$ cat src/rtl/servo_pwm_driver.sv
// Two-channel hobby-servo PWM driver: fixed frame, pulse width linear in angle,
// angle changes applied only at frame boundaries. Optional slew limiting: SERVO_SLEW_EN.
module servo_pwm_driver #(
  parameter int CYCLES_PER_US = 50,
  parameter int PERIOD_US     = 20000,
  parameter int MIN_PULSE_US  = 500,
  parameter int US_PER_DEG    = 11,
  parameter int SLEW_STEP     = 1
) (
  input  logic       clk,
  input  logic       rst_n,
  input  logic       load,
  input  logic [7:0] base_in,
  input  logic [7:0] arm_in,
  output logic       base_pwm,
  output logic       arm_pwm,
  output logic [7:0] base_cur,
  output logic [7:0] arm_cur,
  output logic       frame_tick,
  output logic       settled
);

  localparam int PW = (CYCLES_PER_US > 1) ? $clog2(CYCLES_PER_US) : 1;
  localparam int UW = (PERIOD_US > 1) ? $clog2(PERIOD_US) : 1;
  localparam logic [7:0] MAX_DEG = 8'd180;

  // The longest pulse must end before the frame does, or the line never goes low.
  if ((PERIOD_US <= MIN_PULSE_US + 180 * US_PER_DEG) || (SLEW_STEP < 1)) begin : g_bad_cfg
    $error("servo_pwm_driver: invalid parameter set");
  end

  logic [PW-1:0] presc;
  logic [UW-1:0] us_cnt;
  logic          us_tick;
  logic          frame_end;
  logic [7:0]    base_tgt;
  logic [7:0]    arm_tgt;
  logic [15:0]   base_width;
  logic [15:0]   arm_width;

  function automatic logic [7:0] sat_deg(input logic [7:0] deg);
    return (deg > MAX_DEG) ? MAX_DEG : deg;
  endfunction

  function automatic logic [15:0] pulse_width(input logic [7:0] deg);
    return 16'(MIN_PULSE_US) + 16'(deg) * 16'(US_PER_DEG);
  endfunction

  function automatic logic [7:0] next_angle(input logic [7:0] cur, input logic [7:0] tgt);
`ifdef SERVO_SLEW_EN
    logic [7:0] step;
    step = 8'(SLEW_STEP);
    if (tgt > cur)
      return ((tgt - cur) > step) ? cur + step : tgt;
    else
      return ((cur - tgt) > step) ? cur - step : tgt;
`else
    return (cur == tgt) ? cur : tgt;
`endif
  endfunction

  assign us_tick   = (presc == PW'(CYCLES_PER_US - 1));
  assign frame_end = us_tick && (us_cnt == UW'(PERIOD_US - 1));

  always_ff @(posedge clk or negedge rst_n) begin
    if (!rst_n) begin
      presc      <= '0;
      us_cnt     <= '0;
      frame_tick <= 1'b0;
    end else begin
      frame_tick <= frame_end;
      if (us_tick) begin
        presc  <= '0;
        us_cnt <= frame_end ? '0 : us_cnt + UW'(1);
      end else begin
        presc <= presc + PW'(1);
      end
    end
  end

  // NOTE: non-blocking assignments make the frame_tick update below read the
  // targets held before this edge, so a load in that same cycle waits a frame.
  always_ff @(posedge clk or negedge rst_n) begin
    if (!rst_n) begin
      base_tgt <= '0;
      arm_tgt  <= '0;
      base_cur <= '0;
      arm_cur  <= '0;
    end else begin
      if (load) begin
        base_tgt <= sat_deg(base_in);
        arm_tgt  <= sat_deg(arm_in);
      end
      if (frame_tick) begin
        base_cur <= next_angle(base_cur, base_tgt);
        arm_cur  <= next_angle(arm_cur, arm_tgt);
      end
    end
  end

  assign base_width = pulse_width(base_cur);
  assign arm_width  = pulse_width(arm_cur);

  // us_cnt is 0 in the frame_tick cycle, so the stale width there cannot shorten the pulse.
  always_ff @(posedge clk or negedge rst_n) begin
    if (!rst_n) begin
      base_pwm <= 1'b0;
      arm_pwm  <= 1'b0;
    end else begin
      base_pwm <= (32'(us_cnt) < 32'(base_width));
      arm_pwm  <= (32'(us_cnt) < 32'(arm_width));
    end
  end

  assign settled = (base_cur == base_tgt) && (arm_cur == arm_tgt);

endmodule
$ cat config.mk
export PLATFORM = sky130hd
export DESIGN_NAME = servo_pwm_driver
export DESIGN_NICKNAME = d
export VERILOG_FILES = /design/src/rtl/servo_pwm_driver.sv
export SDC_FILE = /design/constraint.sdc
export NUM_CORES = 1
export LEC_CHECK = 0
export ABC_CLOCK_PERIOD_IN_PS = 5120
export CAP_MARGIN = 20
export CORE_MARGIN = 4
export CORE_UTILIZATION = 40
export CTS_CLUSTER_DIAMETER = 100
export CTS_CLUSTER_SIZE = 20
export DETAILED_ROUTE_END_ITERATION = 6
export HOLD_SLACK_MARGIN = 0.12
export PLACE_DENSITY = 0.7
export RECOVER_POWER = 25
export SETUP_SLACK_MARGIN = 0.05
export SLEW_MARGIN = 5
export SYNTH_ARGS = -nofsm -noshare
export SYNTH_HDL_FRONTEND = slang
export SYNTH_SLANG_ARGS = --single-unit
$ cat constraint.sdc
create_clock -name clk -period 5.12 [get_ports clk]
set_input_delay 1.024 -clock clk [delete_from_list [all_inputs] [get_ports clk]]
set_output_delay 1.024 -clock clk [all_outputs]
set_load 0.1 [all_outputs]
# Word-level counts from Yosys, hierarchy flattened
# Cells that the tools add are included.
# Widths: inputs -> output; s select.
[totals]
reg_bits = 56
word_cells = 33
out_inout_bits = 20
[op_classes]
multipliers = 2
n_eq_ne = 4
addsub = 4
n_bitwise = 2
magnitude_cmp = 4
muxes = 4
reduce_logical = 4
[op_table]
columns = ["cell", "n"]
rows = [
  ["$lt 15x13->1", 2],
  ["$add 9x12->13 const A", 2],
  ["$mul 8x4->12 const B", 2],
  ["$eq 8x8->1", 2],
  ["$gt 8x8->1 const B", 2],
  ["$mux 8", 2],
  ["$add 15x1->15 const B", 1],
  ["$eq 15x15->1 const B", 1],
  ["$mux 15", 1],
  ["$add 6x1->6 const B", 1],
  ["$eq 6x6->1 const B", 1],
  ["$mux 6", 1],
  ["$reduce_and 2->1", 2],
  ["$logic_and 1x1->1", 2],
  ["$not 1->1", 2],
]

# Depth between registers and ports, before layout
# Gate-level depths: netlist of run 1.
[depth]
word_depth = 3
depth_mapped = 17
mapped_depth_nobuf = 17

# Worst setup path after synthesis of run 1
# No wires, ideal clock.
[synth_path]
kind = "register to output"
start = "register base_cur[1]"
end = "output settled"
slack_ns = -0.264
arrival_time_ns = 4.360
required_time_ns = 4.096
path_buffers = 0
stages_incl_launch_ff = 4
cell_sequence = "dfrtp_1 xnor2_1 nand4_1 nor4_1"
[synth_via]
elab_chain_cells = 2
[synth_lines]
columns = ["item", "line", "source"]
rows = [
  ["start, declared", "17", "output logic [7:0] base_cur,"],
  ["start signal, assigned", "95", "base_cur <= next_angle(base_cur, base_tgt);"],
  ["$eq 8x8->1", "115", "assign settled = (base_cur == base_tgt) && (arm_cur == arm_tgt);"],
  ["$logic_and 1x1->1", "115", ""],
  ["end, declared", "20", "output logic settled"],
]
# No other way between the ends.

# Final worst setup path of run 1
[layout_path]
start = "register base_cur[2]"
end = "register base_pwm"
[layout_via]
elab_chain_cells = 3
[layout_lines]
columns = ["item", "line", "source"]
rows = [
  ["$mul 8x4->12", "46", "return 16'(MIN_PULSE_US) + 16'(deg) * 16'(US_PER_DEG);"],
  ["$add 9x12->13", "46", ""],
  ["$lt 15x13->1", "110", "base_pwm <= (32'(us_cnt) < 32'(base_width));"],
  ["end signal, assigned", "110", ""],
  ["end, declared", "15", "output logic base_pwm,"],
]
# No other way between the ends.
# A chain may end at the register's enable or synchronous reset.

==> results of run 1 <==
per-stage QoR:
step,area [µm²],utilization,instances,worst slack (ns),hold slack (ns)
floorplan,4570,-,470,0.514,0.461
global placement,5110,0.465,644,1.08,0.474
detailed placement,5110,0.465,644,0.978,0.486
CTS,5250,0.478,652,0.933,0.497
global route,5250,0.478,652,0.651,0.533
finish,5250,0.478,652,0.956,0.495
sequential cells by signal, indices dropped and copies added, names as in the netlist:
signal / cells
arm_cur: 8
arm_pwm: 1
arm_tgt: 8
base_cur: 8
base_pwm: 1
base_tgt: 8
frame_tick: 1
presc: 6
us_cnt: 15
final cells by class:
type | instances | area, µm²
clock inverter | 2 | 17.5
inverter | 72 | 270
fill | 986 | 5740
clock buffer | 6 | 129
timing repair buffer | 39 | 379
multi-input combinational | 337 | 2880
tap | 140 | 175
sequential | 56 | 1400
cell families (layout without fill, tap and decap cells):
| kind of cell | after synthesis | count (layout) | share of synthesized area |
|---|---|---|---|
| and+or+nand+nor | 101 | 101 | 0.120 |
| AOI/OAI and AO/OA | 93 | 93 | 0.125 |
| adders and majority gates | 83 | 83 | 0.261 |
| buffers and inverters | 77 | 119 | 0.0636 |
| DFF | 56 | 56 | 0.307 |
| xor gates and xnor gates | 40 | 40 | 0.0768 |
| muxes | 20 | 20 | 0.0466 |
layer usage:
layer  GRT usage  part of all wire
met1       0.184              0.47
met2       0.248              0.48
met3      0.0289             0.038
met4      0.0360             0.016
met5           0                 0
path summary, 6_finish.rpt:
path / startpoint / end / slack [ns] / depth (start not counted)
max in group asynchronous: rst_n / arm_cur[0] / 1.60 / 2
min in group asynchronous: rst_n / presc[3] / 1.81 / 2
setup reg to reg: base_cur[2] / base_pwm / 0.96 / 15
hold reg to reg: presc[0] / presc[0] / 0.49 / 1
setup / recovery: base_cur[2] / base_pwm / 0.96 / 15
hold / removal: presc[0] / presc[0] / 0.49 / 1
cell usage in the layout, fill, tap and decap left out, types with 8 or more instances in the layout:
cell type and instances:
sky130_fd_sc_hd__nand4_1 9, sky130_fd_sc_hd__nand3_1 9, sky130_fd_sc_hd__xor2_1 9, sky130_fd_sc_hd__a211oi_1 8
sky130_fd_sc_hd__o21ai_0 27, sky130_fd_sc_hd__a21oi_1 21, sky130_fd_sc_hd__fa_1 20, sky130_fd_sc_hd__xnor2_1 31
sky130_fd_sc_hd__clkdlybuf4s50_1 37, sky130_fd_sc_hd__ha_1 63, sky130_fd_sc_hd__mux2i_1 10, sky130_fd_sc_hd__dfrtp_1 56
sky130_fd_sc_hd__nand2_1 20, sky130_fd_sc_hd__nor2_1 22, sky130_fd_sc_hd__inv_1 72, sky130_fd_sc_hd__mux2_2 10
power by group:
part | total [µW] | switching (µW) | internal (µW)
combinational | 61.8 | 31.5 | 30.3
sequential | 464 | 10.1 | 454
clock | 350 | 165 | 186
==> impl_results.md, run 1 <==
- Crit-path max FO: 7
- Area growth, synth to finish: 15.0%
- Buffers added on ports: 38
- Primary flip-flop cell chosen by synthesis mapping: sky130_fd_sc_hd__dfrtp_1
- Biggest area contributors in the synthesized netlist: sky130_fd_sc_hd__dfrtp_1 (31%), sky130_fd_sc_hd__ha_1 (17%), sky130_fd_sc_hd__fa_1 (8.8%)
- Count of H-tree levels built during CTS: 2
- IO Count: 39
- Total length of routed wires: between 8000 and 9000 µm
- Share of cells above drive strength 1: 0.0508
- Core region area: 0.0110 mm²
- Max IR drop VDD: roughly 120 µV
- Setup Buffers After CTS: 0
- Detailed placement HPWL: a little over 7000 µm
- Number of antenna violations at the first check in global routing: 0
- Sequential element share of the synthesized area: 0.307
- Most frequent cells after synthesis: sky130_fd_sc_hd__inv_1 (72), sky130_fd_sc_hd__ha_1 (63), sky130_fd_sc_hd__dfrtp_1 (56), sky130_fd_sc_hd__xnor2_1 (31), sky130_fd_sc_hd__o21ai_0 (27)
- Most numerous cell on the critical path: sky130_fd_sc_hd__ha_1
- Final routed wire length divided by cell count: 13.7 µm
- Accumulated negative setup slack: 0 ns
- Remaining max-slew budget at the tightest pin: -1.02
- Asr flop ratio synth: 1.00
- TritonCTS Buffers: 5
- Clock tree from TritonCTS: done
- Peak per-stage delay on the critical path: approximately 0.50 ns
- Clock root buffer master: sky130_fd_sc_hd__clkbuf_16
- Outcome: complete, but fails checks
- Total DRC errors in the routed layout: 0
- Sequence of cells on the critical path: ha_1 -> inv_1 -> fa_1 -> inv_1 -> fa_1 -> ha_1 -> a211oi_1 -> o211ai_1 -> and3_1 -> or2_2 -> ha_1 -> a211oi_1 -> o21ai_0 -> a211o_1 -> a31oi_1
- Row cnt: 38
- Gate count after technology mapping: 470
- Total routing usage reported by global routing: 0.143
- Post-CTS sizing: 0
- Cell with the biggest individual delay on the critical path: sky130_fd_sc_hd__dfrtp_1
- Final number of max-transition violations: between 50 and 60
- Post-synth EDFFs: 0
- Number of hold violations in the final report: 0
- Min cycle time layout: about 4.2 ns
- Total Power: 876 µW
- Vias in the first global route: roughly 3400
- Final setup violation count: 0
- Setup repair after global routing missed its margin: false
- Pin count of the biggest net entering global routing: 57
- Timing-limited maximum frequency: ~240 MHz
- Vias/cell: 5.16
- Number of vias in the routed layout: between 3000 and 4000
- Global-route wire length before repair: about 16000 µm
- Nets@finish: between 600 and 700
- Arrival time at the worst endpoint: approximately 4.4 ns
- Area leader, netlist: sky130_fd_sc_hd__dfrtp_1
- Final setup skew: 0.00730 ns
- Most frequently used cell type in the post-synthesis netlist: sky130_fd_sc_hd__inv_1
- Class of the tightest hold or removal check: flip-flop to flip-flop
- Share of Yosys cell area claimed by the top area cell type: 0.307
- Worst Setup Start Kind: flip-flop
- Failing checks: capacitance limit, slew limit
- Clk pin slew, worst setup/hold paths: 0.08 ns
- Effective utilization at floorplan: 0.415
- Detail Route Antenna Nets: 0
- Post-Syn Nets: about 570
- Die Outline Area: roughly 0.013 mm²
- Netlist cell types: 43
- Yosys warns: 0
- Critical Path RT: 5.33 ns
- TritonCTS Sinks: between 50 and 60
- Worst Tran Pin Value: between 3 and 4 ns
- Post-Synthesis Mean Instance Area: roughly 9.7 µm²
- Tcrit/Tclk final: 0.813
- Placer congestion estimate: 0.791
- Pre-antenna DRT Iters: 4
- Static leakage power: between 0.002 and 0.003 µW
- Buf/Inv on CP: 2
- Initial DRC Count: between 100 and 150
- Family with the most delay on the worst path: adder cells
- Cts-stage hold buffer count: 0
- Worst Path Class, Setup: flip-flop to flip-flop
- Netlist area before placement: ~0.0046 mm²
- Leftover overflow at the end of global routing: 0
- Max_cap viols: 1
- Die Ht: between 100 and 150 µm
- Longest Clk Path Bufs: 2
- Antenna Diode Count: 0
- Width of the die: 115 µm
- Power Dens Cells: about 170 mW/mm²
- Critical path capture point type: flip-flop
- Source-to-sink clock delay at the later pin of the worst-skew pair: roughly 0.3 ns
- Seq cells post-synth: 56
Note: power is estimated with default switching activity, not from simulation.
==> run 2, diff against run 1 <==
--- a/config.mk
+++ b/config.mk
@@ -5,7 +5,7 @@
 export SDC_FILE = /design/constraint.sdc
 export NUM_CORES = 1
 export LEC_CHECK = 0
-export ABC_CLOCK_PERIOD_IN_PS = 5120
+export ABC_CLOCK_PERIOD_IN_PS = 3600
 export CAP_MARGIN = 20
 export CORE_MARGIN = 4
 export CORE_UTILIZATION = 40
@@ -13,7 +13,7 @@
 export CTS_CLUSTER_SIZE = 20
 export DETAILED_ROUTE_END_ITERATION = 6
 export HOLD_SLACK_MARGIN = 0.12
-export PLACE_DENSITY = 0.7
+export PLACE_DENSITY = 0.72
 export RECOVER_POWER = 25
 export SETUP_SLACK_MARGIN = 0.05
 export SLEW_MARGIN = 5
==> constraint.sdc (replaced) <==
create_clock -name clk -period 3.6 [get_ports clk]
set_input_delay 0.72 -clock clk [delete_from_list [all_inputs] [get_ports clk]]
set_output_delay 0.72 -clock clk [all_outputs]
set_load 0.1 [all_outputs]
==> run 2 against run 1 <==
Net effect:
- the flow finishes with violations (capacitance limit, slew limit, setup timing)
- global-route usage is 1.3 points higher
- maximum frequency is 10% higher
- via count is 4.8% higher
- register-to-register slack worse by 1.1 ns
- cell area is 6.5% higher
- count of clock-buffer cells in the layout stayed put
- clock power is 41% higher
- clock skew is 0.0012 ns higher
- critical endpoint unchanged
- highest routed layer unchanged
==> impl_results.md, run 2 (synthesis results as in run 1) <==
- Worst Setup Start Kind: flip-flop (unchanged)
- Critical register-to-register path startpoint: base_cur[2] (unchanged)
- Number of hold violations in the final report: 0 (unchanged)
- Total DRC errors in the routed layout: 0 (unchanged)
- Routing usage on met3: 0.0263 (was 0.0289)
- Placer congestion estimate: 0.833 (was 0.791)
- Fin util: 0.509 (was 0.478)
- Clock root buffer master: sky130_fd_sc_hd__clkbuf_16 (unchanged)
- Final setup violation count: 1 (was 0)
- Tcrit/Tclk final: 1.05 (was 0.813)
- Static leakage power: 0.00266 µW (was 0.00253 µW)
- Setup slack of the critical path after layout: -0.171 ns (was 0.956 ns)
- Detail Route Antenna Nets: 0 (unchanged)
- Global routing met1 resource utilization: 0.195 (was 0.184)
- Arrival time at the worst endpoint: 3.98 ns (was 4.37 ns)
- Most frequent standard cell in the layout excluding fill and tap cells: sky130_fd_sc_hd__inv_1 (unchanged)
- Leftover overflow at the end of global routing: 0 (unchanged)
- Final hold slack: 0.505 ns (was 0.495 ns)
- Effective utilization at floorplan: 0.415 (unchanged)
- Final routed wire length divided by cell count: 14.3 µm (was 13.7 µm)
- Crit-path max FO: 3 (was 7)
- IO Count: 39 (unchanged)
- Global-route wire length before repair: 16800 µm (was 15600 µm)
- Max_cap viols: 1 (unchanged)
- Clock tree from TritonCTS: done (unchanged)
- Initial DRC Count: 129 (was 105)
- Area of the multi-input gates: 0.00304 mm² (was 0.00288 mm²)
- Longest Clk Path Bufs: 2 (unchanged)
- Filler Cell Count: 968 (was 986)
- Pre-antenna DRT Iters: 4 (unchanged)
- TritonCTS Buffers: 5 (unchanged)
- Clk pin slew, worst setup/hold paths: 0.08 ns (about the same)
- Row cnt: 38 (unchanged)
- Number of vias in the routed layout: 3526 (was 3364)
- Area growth, synth to finish: 22.5% (was 15.0%)
- Most flops, register: us_cnt (unchanged)
- R2R Path End: base_pwm (unchanged)
- Worst Path Class, Setup: flip-flop to flip-flop (unchanged)
- Setup repair after global routing missed its margin: true (was false)
- Antenna Diode Count: 0 (unchanged)
- Pin count of the biggest net entering global routing: 42 (was 57)
- Count of H-tree levels built during CTS: 2 (unchanged)
- Leading cell types in the layout, fill and taps excluded: sky130_fd_sc_hd__inv_1 (67), sky130_fd_sc_hd__ha_1 (55), sky130_fd_sc_hd__dfrtp_1 (42) (was sky130_fd_sc_hd__inv_1 (72), sky130_fd_sc_hd__ha_1 (63), sky130_fd_sc_hd__dfrtp_1 (56))
- Max IR drop VDD: 182 µV (was 116 µV)
- Nets@finish: 634 (was 613)
- Remaining max-slew budget at the tightest pin: -0.443 (was -1.02)
- Vias in the first global route: 3755 (was 3443)
- Buffers added on ports: 38 (unchanged)
- Worst Tran Pin Value: 2.16 ns (was 3.02 ns)
- Total length of routed wires: 9600 µm (was 8940 µm)
- Width of the die: 115 µm (unchanged)
- Timing-limited maximum frequency: 265 MHz (was 240 MHz)
- Final number of max-transition violations: 42 (was 57)
- Final instance area: 0.00559 mm² (was 0.00525 mm²)
- Power Dens Cells: 222 mW/mm² (was 167 mW/mm²)
- Setup slack, reg-to-reg: -0.17 ns (was 0.96 ns)
- Cts-stage hold buffer count: 0 (unchanged)
- Failing checks: capacitance limit, slew limit, setup timing (was capacitance limit, slew limit)
- Critical path capture point type: flip-flop (unchanged)
- Critical Path RT: 3.81 ns (was 5.33 ns)
- Source-to-sink clock delay at the later pin of the worst-skew pair: 0.30 ns (about the same)
- Final setup skew: 0.00846 ns (was 0.00730 ns)
- Number of flip-flops under the largest register name: 15 (unchanged)
- Capturing element of the worst setup path: base_pwm (unchanged)
- Die Outline Area: 0.0132 mm² (unchanged)
- Min cycle time layout: 3.77 ns (was 4.16 ns)
- Die Ht: 115 µm (unchanged)
- Class of the tightest hold or removal check: flip-flop to flip-flop (unchanged)
- Core region area: 0.0110 mm² (unchanged)
- Accumulated negative setup slack: -0.171 ns (was 0 ns)
- Start point of the critical path: base_cur[2] (unchanged)
- Number of antenna violations at the first check in global routing: 0 (unchanged)
- Total routing usage reported by global routing: 0.156 (was 0.143)
- Detailed placement HPWL: 7650 µm (was 7200 µm)
- GR met2 Demand/Resource: 0.280 (was 0.248)
- Register Area: 0.00144 mm² (was 0.00140 mm²)
- Vias/cell: 5.24 (was 5.16)
- Outcome: complete, but fails checks (unchanged)
- Total Power: 1240 µW (was 876 µW)
- Share of cells above drive strength 1: 0.180 (was 0.0508)
- Area of placed instances: 0.00533 mm² (was 0.00511 mm²)
- Number of cell instances on the worst register-to-register path: 17 (was 15)
- Global route hottest layer: met2 (unchanged)
- TritonCTS Sinks: 56 (unchanged)
run 2: worst min-delay path by stage:
stage,from,end,slack (ns),cells after the start
after floorplan,rst_n,arm_cur[1],0.42,0
after global placement,presc[0],presc[0],0.48,1
after detailed placement,presc[0],presc[0],0.50,1
after CTS,presc[0],presc[0],0.51,1
after global routing,presc[0],presc[0],0.53,1
final,presc[0],presc[0],0.50,1
run 2: per-stage QoR:
step                instances  worst slack, ns
floorplan                 470           -0.156
global placement          659          -0.0166
detailed placement        659           -0.135
CTS                       668           -0.137
global route              673           -0.274
finish                    673           -0.171
run 2: area by class of cell:
type | instances | area share
clock buffers | 6 | 0.0231
clock inverters | 2 | 0.00313
inverters | 72 | 0.0483
multi-input cells | 337 | 0.543
flip-flops and latches | 56 | 0.257
well taps | 140 | 0.0313
repair buffers | 60 | 0.0933
run 2: timing repair:
item                       4_1_cts  5_1_grt
cloned                           0        0
resized for setup                6       14
buffers inserted                 1        5
setup endpoints to repair        2        2
pin swaps                        4       19
run 2: critical path, stage by stage, from the launching register on:
cell and delay (ns):
sky130_fd_sc_hd__dfrtp_4 0.44, sky130_fd_sc_hd__ha_4 0.13, sky130_fd_sc_hd__inv_2 0.03, sky130_fd_sc_hd__fa_1 0.47, sky130_fd_sc_hd__inv_1 0.05, sky130_fd_sc_hd__fa_2 0.56, sky130_fd_sc_hd__inv_2 0.05, sky130_fd_sc_hd__fa_2 0.36
sky130_fd_sc_hd__nor2b_2 0.15, sky130_fd_sc_hd__o2111ai_2 0.15, sky130_fd_sc_hd__buf_4 0.17, sky130_fd_sc_hd__nand3b_1 0.09, sky130_fd_sc_hd__xnor2_1 0.07, sky130_fd_sc_hd__ha_1 0.19, sky130_fd_sc_hd__a211oi_2 0.23, sky130_fd_sc_hd__o21ai_1 0.09
sky130_fd_sc_hd__a211o_1 0.31, sky130_fd_sc_hd__a31oi_1 0.15
run 2: per-layer routing:
layer / share of wire / up-vias
met5: 0 / -
met4: 0.011 / 0
met3: 0.022 / 10
met2: 0.52 / 44
met1: 0.44 / 1725
li1: - / 1747
run 2: power breakdown:
part | switching (µW) | internal (µW)
Clock | 228 | 264
Combinational | 45.4 | 44.1
Sequential | 14.2 | 646
==> run 3, diff against run 2 <==
--- a/config.mk
+++ b/config.mk
@@ -9,6 +9,7 @@
 export CAP_MARGIN = 20
 export CORE_MARGIN = 4
 export CORE_UTILIZATION = 40
+export CTS_BUF_LIST = sky130_fd_sc_hd__clkbuf_4
 export CTS_CLUSTER_DIAMETER = 100
 export CTS_CLUSTER_SIZE = 20
 export DETAILED_ROUTE_END_ITERATION = 6
==> run 3 against run 2 <==
Net effect:
- the flow still finishes with violations (capacitance limit, slew limit, setup timing)
- clock skew increased by 0.011 ns
- maximum frequency decreased by 0.95%
- cell count increased by 1.0%
- critical endpoint unchanged
- largest power group unchanged
==> impl_results.md, run 3 (synthesis results as in run 1) <==
- Worst Tran Pin Value: 2.16 ns (about the same)
- Total Power: 1040 µW (was 1240 µW)
- Timing-limited maximum frequency: 263 MHz (was 265 MHz)
- Number of flip-flops under the largest register name: 15 (unchanged)
- Buffers added on ports: 38 (unchanged)
- Count of H-tree levels built during CTS: 2 (unchanged)
- TritonCTS Buffers: 5 (unchanged)
- IO Count: 39 (unchanged)
- Detail Route Antenna Nets: 0 (unchanged)
- Nets@finish: 640 (was 634)
- Vias in the first global route: 3709 (was 3755)
- Static leakage power: 0.00266 µW (about the same)
- Final setup skew: 0.0199 ns (was 0.00846 ns)
- Final setup violation count: 1 (unchanged)
- Final hold slack: 0.515 ns (was 0.505 ns)
- Total routing usage reported by global routing: 0.152 (was 0.156)
- Setup slack of the critical path after layout: -0.207 ns (was -0.171 ns)
- Class of the tightest hold or removal check: flip-flop to flip-flop (unchanged)
- Final routed wire length divided by cell count: 14.0 µm (was 14.3 µm)
- Total DRC errors in the routed layout: 0 (unchanged)
- Number of hold violations in the final report: 0 (unchanged)
- Remaining max-slew budget at the tightest pin: -0.442 (was -0.443)
- Crit-path max FO: 3 (unchanged)
- Die Outline Area: 0.0132 mm² (unchanged)
- Peak per-stage delay on the critical path: 0.56 ns (about the same)
- Critical path capture point type: flip-flop (unchanged)
- Critical Path RT: 3.91 ns (was 3.81 ns)
- TritonCTS Sinks: 56 (unchanged)
- Arrival time at the worst endpoint: 4.11 ns (was 3.98 ns)
- Outcome: complete, but fails checks (unchanged)
- Area growth, synth to finish: 22.5% (about the same)
- Number of vias in the routed layout: 3514 (was 3526)
- Final number of max-transition violations: 42 (unchanged)
- Clock tree from TritonCTS: done (unchanged)
- Pre-antenna DRT Iters: 4 (unchanged)
- Final instance area: 0.00559 mm² (about the same)
- Most flops, register: us_cnt (unchanged)
- Effective utilization at floorplan: 0.415 (unchanged)
- Worst Path Class, Setup: flip-flop to flip-flop (unchanged)
- Sequence of cells on the critical path: ha_4 -> inv_2 -> fa_1 -> inv_1 -> fa_2 -> inv_2 -> fa_2 -> nor2b_2 -> o2111ai_2 -> buf_4 -> nand3b_1 -> xnor2_1 -> ha_1 -> a211oi_2 -> o21ai_1 -> a211o_1 -> a31oi_1 (unchanged)
- Row cnt: 38 (unchanged)
- Setup slack, reg-to-reg: -0.21 ns (was -0.17 ns)
- Area of placed instances: 0.00533 mm² (unchanged)
- Clock root buffer master: sky130_fd_sc_hd__clkbuf_4 (was sky130_fd_sc_hd__clkbuf_16)
- Longest Clk Path Bufs: 2 (unchanged)
- Max IR drop VDD: 162 µV (was 182 µV)
- Tcrit/Tclk final: 1.06 (was 1.05)
- Total length of routed wires: 9550 µm (was 9600 µm)
- Most frequent standard cell in the layout excluding fill and tap cells: sky130_fd_sc_hd__inv_1 (unchanged)
- Leading cell types in the layout, fill and taps excluded: sky130_fd_sc_hd__inv_1 (67), sky130_fd_sc_hd__ha_1 (52), sky130_fd_sc_hd__dfrtp_1 (42) (was sky130_fd_sc_hd__inv_1 (67), sky130_fd_sc_hd__ha_1 (55), sky130_fd_sc_hd__dfrtp_1 (42))
- Cell with the biggest individual delay on the critical path: sky130_fd_sc_hd__fa_2 (unchanged)
- Detailed placement HPWL: 7650 µm (unchanged)
- Leftover overflow at the end of global routing: 0 (unchanged)
- Width of the die: 115 µm (unchanged)
- Core region area: 0.0110 mm² (unchanged)
- Vias/cell: 5.17 (was 5.24)
- Failing checks: capacitance limit, slew limit, setup timing (unchanged)
- Clk pin slew, worst setup/hold paths: 0.17 ns (was 0.08 ns)
- Share of cells above drive strength 1: 0.195 (was 0.180)
- Source-to-sink clock delay at the later pin of the worst-skew pair: 0.39 ns (was 0.30 ns)
- Initial DRC Count: 107 (was 129)
- Number of antenna violations at the first check in global routing: 1 (was 0)
- Max_cap viols: 1 (unchanged)
- Die Ht: 115 µm (unchanged)
- Min cycle time layout: 3.81 ns (was 3.77 ns)
- Worst Setup Start Kind: flip-flop (unchanged)
- Setup repair after global routing missed its margin: true (unchanged)
- Placer congestion estimate: 0.833 (unchanged)
- Global-route wire length before repair: 16500 µm (was 16800 µm)
- Power Dens Cells: 187 mW/mm² (was 222 mW/mm²)
- Pin count of the biggest net entering global routing: 42 (unchanged)
==> run 3: path summary, 6_finish.rpt <==
check	startpoint	cells past startpoint	to
min	presc[0]	1	presc[0]
max	base_cur[2]	17	base_pwm
min reg2reg	presc[0]	1	presc[0]
max reg2reg	base_cur[2]	17	base_pwm
max in group asynchronous	rst_n	1	arm_cur[2]
min in group asynchronous	rst_n	1	presc[4]
==> run 3: final cells by class <==
type | instances | area, µm²
Inverter | 72 | 270
Antenna cell | 1 | 2.50
Tap cell | 140 | 175
Sequential cell | 56 | 1440
Timing Repair Buffer | 66 | 567
Clock inverter | 2 | 17.5
Clock buffer | 6 | 45.0
Fill cell | 972 | 5400
Multi-Input combinational cell | 337 | 3070
==> run 3: power by group <==
part	leakage, µW	switching [µW]	internal [µW]	total (µW)
combinational	0.00192	45.3	44.1	89.3
clock	0.0000367	205	89.9	295
sequential	0.000698	14.4	646	660
total	0.00266	265	780	1040
==> run 3: timing repair <==
item / in CTS / in global routing
resized for setup: 6 / 17
setup buffers: 1 / 11
hold buffers: 0 / 0
pin swaps: 5 / 21
hold endpoints to repair: 0 / 0
setup endpoints to repair: 2 / 2
==> run 3: through the flow <==
stage           util  setup TNS [ns]  setup WS, ns  cells
2_1_floorplan      -          -0.156        -0.156    470
3_3_place_gp   0.485         -0.0166       -0.0166    659
3_5_place_dp   0.485          -0.135        -0.135    659
4_1_cts        0.494          -0.167        -0.167    668
5_1_grt        0.509          -0.499        -0.316    680
6_report       0.509          -0.207        -0.207    680
==> run 3: metal layers <==
metal | vias up | GRT usage | wire, µm
li1 | 1760 | - | -
met1 | 1697 | 0.194 | 4290
met2 | 45 | 0.271 | 4940
met3 | 12 | 0.0232 | 226
met4 | 0 | 0.0368 | 94
met5 | - | 0 | 0
==> run 3: critical path: cells and delay by family (launching register included) <==
| kind | cells | cell delay (ns) |
|---|---|---|
| compound gates | 5 | 0.93 |
| xor+xnor | 1 | 0.07 |
| fa+ha+maj | 5 | 1.71 |
| buf+inv | 4 | 0.30 |
| flops | 1 | 0.47 |
| simple gates | 2 | 0.24 |
